--- config.mk ---
export PLATFORM = sky130hd
export DESIGN_NAME = multi_clk_div
export DESIGN_NICKNAME = d
export VERILOG_FILES = /design/src/rtl/clk_div_pkg.sv /design/src/rtl/clk_div_ch.sv /design/src/rtl/multi_clk_div.sv
export SDC_FILE = /design/constraint.sdc
export NUM_CORES = 1
export LEC_CHECK = 0
export BUFFER_PORTS_ARGS = -buffer_cell sky130_fd_sc_hd__buf_2
export CAP_MARGIN = 20
export CORE_UTILIZATION = 40
export DETAILED_ROUTE_END_ITERATION = 6
export GPL_ROUTABILITY_DRIVEN = 0
export PLACE_DENSITY = 0.57
export SLEW_MARGIN = 20
export SYNTH_ARGS = -nofsm -noshare
export SYNTH_HDL_FRONTEND = slang
export SYNTH_SLANG_ARGS = --single-unit
--- constraint.sdc ---
create_clock -name i_clk_ref -period 7.5 [get_ports i_clk_ref]
set_input_delay 1.5 -clock i_clk_ref [delete_from_list [all_inputs] [get_ports i_clk_ref]]
set_output_delay 1.5 -clock i_clk_ref [all_outputs]
set_load 0.01 [all_outputs]
--- src/rtl/clk_div_pkg.sv ---
// clk_div_pkg: shared widths, channel limit and mode encoding for the clock dividers.
package clk_div_pkg;
  localparam int RATIO_W_DEF = 8;
  localparam int N_CH_MAX = 8;
  typedef enum logic {BYPASS = 1'b0, DIVIDE = 1'b1} mode_e;
  function automatic mode_e cfg_mode(input logic en, input logic ratio_ge2);
    return (en && ratio_ge2) ? DIVIDE : BYPASS;
  endfunction
endpackage

--- src/rtl/clk_div_ch.sv ---
// clk_div_ch: one divider channel; configuration is sampled only at period boundaries.
module clk_div_ch
  import clk_div_pkg::*;
#(
  parameter int RATIO_W = RATIO_W_DEF
) (
  input  logic               clk,
  input  logic               rst_n,
  input  logic               en,
  input  logic [RATIO_W-1:0] ratio,
  output logic               div_clk,
  output logic               cfg_ack
);
  localparam logic [RATIO_W-1:0] ONE = RATIO_W'(1);
  logic               act_en_q, act_en_d;
  logic [RATIO_W-1:0] act_ratio_q, act_ratio_d;
  logic [RATIO_W-1:0] cnt_q, cnt_d;
  logic               div_q, div_d;
  logic               ack_q, ack_d;
  logic               load;
  mode_e              mode_cur, mode_in;
  // Ratios 0/1 collapse into bypass, so ack compares effective modes, not raw fields.
  always_comb begin
    mode_cur    = cfg_mode(act_en_q, act_ratio_q > ONE);
    mode_in     = cfg_mode(en, ratio > ONE);
    load        = (mode_cur == BYPASS) || (cnt_q == act_ratio_q - ONE);
    act_en_d    = load ? en : act_en_q;
    act_ratio_d = load ? ratio : act_ratio_q;
    cnt_d       = load ? '0 : cnt_q + ONE;
    div_d       = load ? (mode_in == DIVIDE) : (cnt_d < (act_ratio_q >> 1));
    ack_d       = load && ((mode_in != mode_cur) ||
                           ((mode_in == DIVIDE) && (ratio != act_ratio_q)));
  end
  always_ff @(posedge clk or negedge rst_n) begin
    if (!rst_n) begin
      act_en_q    <= 1'b0;
      act_ratio_q <= '0;
      cnt_q       <= '0;
      div_q       <= 1'b0;
      ack_q       <= 1'b0;
    end else begin
      act_en_q    <= act_en_d;
      act_ratio_q <= act_ratio_d;
      cnt_q       <= cnt_d;
      div_q       <= div_d;
      ack_q       <= ack_d;
    end
  end
  // Select comes only from flops, so the mux never follows raw input changes.
  assign div_clk = (mode_cur == DIVIDE) ? div_q : clk;
  assign cfg_ack = ack_q;
endmodule

--- src/rtl/multi_clk_div.sv ---
// multi_clk_div: N_CH independent reference-clock dividers with boundary-aligned reconfiguration.
module multi_clk_div
  import clk_div_pkg::*;
#(
  parameter int N_CH    = 2,
  parameter int RATIO_W = RATIO_W_DEF
) (
  input  logic                    i_clk_ref,
  input  logic                    i_rst_n,
  input  logic [N_CH-1:0]         i_clk_en,
  input  logic [N_CH*RATIO_W-1:0] i_div_ratio,
  output logic [N_CH-1:0]         o_div_clk,
  output logic [N_CH-1:0]         o_cfg_ack
);
  for (genvar c = 0; c < N_CH; c++) begin : g_ch
    clk_div_ch #(.RATIO_W(RATIO_W)) u_ch (
      .clk     (i_clk_ref),
      .rst_n   (i_rst_n),
      .en      (i_clk_en[c]),
      .ratio   (i_div_ratio[c*RATIO_W +: RATIO_W]),
      .div_clk (o_div_clk[c]),
      .cfg_ack (o_cfg_ack[c])
    );
  end
endmodule

# == Word-level counts from Yosys, hierarchy flattened ==
# Index checks and enable logic that the tools add are counted.
# classes
n_eq_ne,6
n_lt_le_gt_ge,6
bitwise,2
n_reduce_logical,12
n_mux,10
addsub,4
# op_table
cell,n
> comparator 8 x 1 -> 1 bit (second input constant),4
adder 8 x 1 -> 8 bit (second input constant),2
== test 8 bit,2
< comparator 8 x 7 -> 1 bit,2
2-to-1 mux 8 bit,2
!= test 8 bit,2
subtractor 8 x 1 -> 8 bit (second input constant),2
logical AND 1 bit,8
2-to-1 mux 1 bit,8
logical OR 1 bit,4
!= test 1 bit,2
inverter 1 bit,2
# word_totals
elab_cells,50
reg_bits,38
input_bits,20

# == Logic depth before layout (Yosys ltp) ==
# depth
depth_word,8
ltp_mapped,16

# == Hierarchy ==
# Synthesis repeated with hierarchy kept, for this count alone.
# hier_totals
hier_cells,306
hier_area_um2,2990.4
# modules_own_cells
module,cells_each,instances,area_per_inst_um2
clk_div_ch,153,2,1495.2

==> flow_metrics.env <==
export IMPL_worstSetupPathType="clock port to primary output"
export IMPL_p_per_area_nw_per_um2=290
export IMPL_netlist_cell_type_count=53
export IMPL_cts_tree="done"
export IMPL_grt_setup_unrepaired="no"
export IMPL_grt_pass1_vias=2208
export IMPL_wire_per_inst_um=15.9
export IMPL_area_growth_pct=8.52
export IMPL_p_sw_mw=0.334
export IMPL_use_met1_pct=22.6
export IMPL_required_ns=6.00
export IMPL_clkPwrFrac_pct=23.0
export IMPL_tightest_slew_ns=0.897
export IMPL_clk_pin_slew_ns=0.07
export IMPL_synth_top_family_by_area="simple AND/OR/NAND/NOR gates"
export IMPL_setup_viol=0
export IMPL_ios=24
export IMPL_die_h_um=84.9
export IMPL_holdPathStages=1
export IMPL_hold_viol=0
export IMPL_fin_skew_ns=0.00528
export IMPL_drt_initial_drc_count=64
export IMPL_seq_area_um2=951
export IMPL_rr_worst_depth=14
export IMPL_outcome="complete, but fails checks"
export IMPL_synth_cells=289
export IMPL_synthesis_area_um2=2750
export IMPL_antenna_found_initial=0
export IMPL_leakage_nw=1.36
export IMPL_dr_pass1_iters=6
export IMPL_synth_compound_area_share_pct=13.4
export IMPL_synthTopCellsByArea="dfrtp_1, xnor2_1, ha_1"
export IMPL_postSynth_asyncResetShare_pct=100
export IMPL_cts_resized=0
export IMPL_start_util_pct=42.3
export IMPL_nets=343
export IMPL_combPwrFrac_pct=38.9
export IMPL_io_buffers=23
export IMPL_use_met3_pct=5.35
export IMPL_yosys_area_share_simple_pct=18.4
export IMPL_cp_start_kind="clock port"
export IMPL_coreArea_um2=6490
export IMPL_crit_fanout=2
export IMPL_overflow=0
export IMPL_final_fill_count=623
export IMPL_slew_headroom_pct=40.2
export IMPL_synthAdderAreaFrac_pct=8.20
export IMPL_synthMostInstantiatedCell="dfrtp_1"
export IMPL_synth_mux_area_share_pct=3.23
export IMPL_drv_cap=0
export IMPL_drive_gt1_share_pct=14.8
export IMPL_synth_largest_area_cell="dfrtp_1"
export IMPL_grt_usage_pct=18.7
export IMPL_grt_busiest_layer="met2"
export IMPL_synth_seq_cells=38
export IMPL_vias_per_cell=5.52
export IMPL_drc_errors=1
export IMPL_p_total_mw=0.865
export IMPL_dpl_instance_area_um2=2850
export IMPL_p_sw_share_pct=38.6
export IMPL_dpl_hpwl_mm=4.31
export IMPL_die_area_um2=7200
export IMPL_synth_yosys_seq_area_share_pct=34.6
export IMPL_worstPathArrival_ns=4.38
export IMPL_end_kind="primary output"
export IMPL_synth_avg_cell_area_um2=9.51
export IMPL_die_w_um=84.9
export IMPL_power_frac_seq_pct=38.1
export IMPL_reg2reg_slack_ns=3.97
export IMPL_synth_top_area_share_pct=34.6
export IMPL_grt_use_met2_pct=31.7
export IMPL_drtAntennaViolNets=0
export IMPL_synth_xor_area_share_pct=15.2
export IMPL_row_count=29
export IMPL_violations="DRC"
export IMPL_preCtsSetupSlack_ns=1.88
export IMPL_setup_tns_ns=0
export IMPL_clk_latency_ns=0.40
export IMPL_grt_pass1_wl_mm=10.4
export IMPL_hold_buffers=0
export IMPL_synthFlopType="dfrtp_1"
export IMPL_yosys_top_cells_count="dfrtp_1, xnor2_1, nor2_1"
export IMPL_hold_path_class="register to register"
export IMPL_setup_slack_ns=1.62
export IMPL_fin_area_um2=2980
export IMPL_p_int_mw=0.531
export IMPL_multiInputGateArea_um2=1620
export IMPL_synth_edf_count=0
export IMPL_grt_max_degree=39
export IMPL_post_cts_buffers=0
export IMPL_vias=2107
export IMPL_slew_violations=0
export IMPL_antenna_cells=0
export IMPL_drt_total_wl_mm=6.07
export IMPL_synth_nets=327
export IMPL_synth_warnings=0
export IMPL_ir_worst_vdd_mv=0.105
==> worst paths after layout <==
kind | startpoint | to
min in group asynchronous | i_rst_n | g_ch[1].u_ch.cnt_q[0]
hold / removal | g_ch[0].u_ch.cnt_q[0] | g_ch[0].u_ch.cnt_q[0]
setup / recovery | i_clk_ref | o_div_clk[1]
max in group asynchronous | i_rst_n | g_ch[1].u_ch.act_ratio_q[5]
setup reg to reg | g_ch[0].u_ch.act_ratio_q[0] | g_ch[0].u_ch.div_q
hold reg to reg | g_ch[0].u_ch.cnt_q[0] | g_ch[0].u_ch.cnt_q[0]
==> layout by cell type (no fill, tap or decap), types with 4 or more instances in the layout <==
cell,count
mux2_1,5
xnor2_1,33
ha_1,18
a21oi_1,8
xor2_1,12
a32o_1,4
and3_1,6
nor2_1,23
clkbuf_8,9
buf_2,23
nor3_1,14
inv_1,17
o31ai_1,7
nand4_1,4
nand2_1,11
nand2b_1,4
nand3_1,16
dfrtp_1,38
==> layout make-up <==
cell class              count  area share [%]
repair buffers             22            3.78
well taps                  77            3.23
flip-flops and latches     38            31.9
inverters                  17            2.14
clock buffers              13            4.74
multi-input cells         215            54.2
==> power groups by stage <==
stage | sequential [mW] | combinational (mW) | clock (mW)
floorplan | 0.292 | 0.317 | 0.00800
global placement | 0.332 | 0.338 | 0.00648
detailed placement | 0.335 | 0.338 | 0.00648
CTS | 0.329 | 0.342 | 0.205
global route | 0.337 | 0.390 | 0.217
finish | 0.329 | 0.337 | 0.199
==> state kept, by name (all words and copies together), names as in the netlist <==
| signal | flops |
|---|---|
| g_ch.u_ch.act_ratio_q | 16 |
| g_ch.u_ch.cnt_q | 16 |
| g_ch.u_ch.act_en_q | 2 |
| g_ch.u_ch.cfg_ack | 2 |
| g_ch.u_ch.div_q | 2 |
==> per-layer routing <==
layer  share of wire (%)  wire, um
met5                   0         0
met4                 1.0        63
met2                  50      3040
met3                 3.2       192
met1                  46      2770
==> worst max-delay path, stage by stage <==
cell and delay (ns):
clkbuf_8 0.12, clkbuf_8 0.12, mux2_2 0.25, buf_2 0.14
==> kinds of logic (layout without fill, tap and decap cells) <==
| kind of cell | after synthesis | in the layout |
|---|---|---|
| and+or+nand+nor | 96 | 96 |
| AOI/OAI and AO/OA | 47 | 47 |
| xor gates and xnor gates | 46 | 46 |
| DFF | 38 | 38 |
| buffers and inverters | 36 | 52 |
| adders and majority gates | 18 | 18 |
| muxes | 8 | 8 |
==> per-stage QoR <==
step                      std cells  utilization (%)  hold slack [ns]
after floorplan                 289                -            0.492
after global placement          371             43.9            0.573
after detailed placement        371             43.9            0.564
after CTS                       382             45.9            0.591
after global routing            382             45.9            0.605
final                           382             45.9            0.579
(Power assumes the default switching activity.)
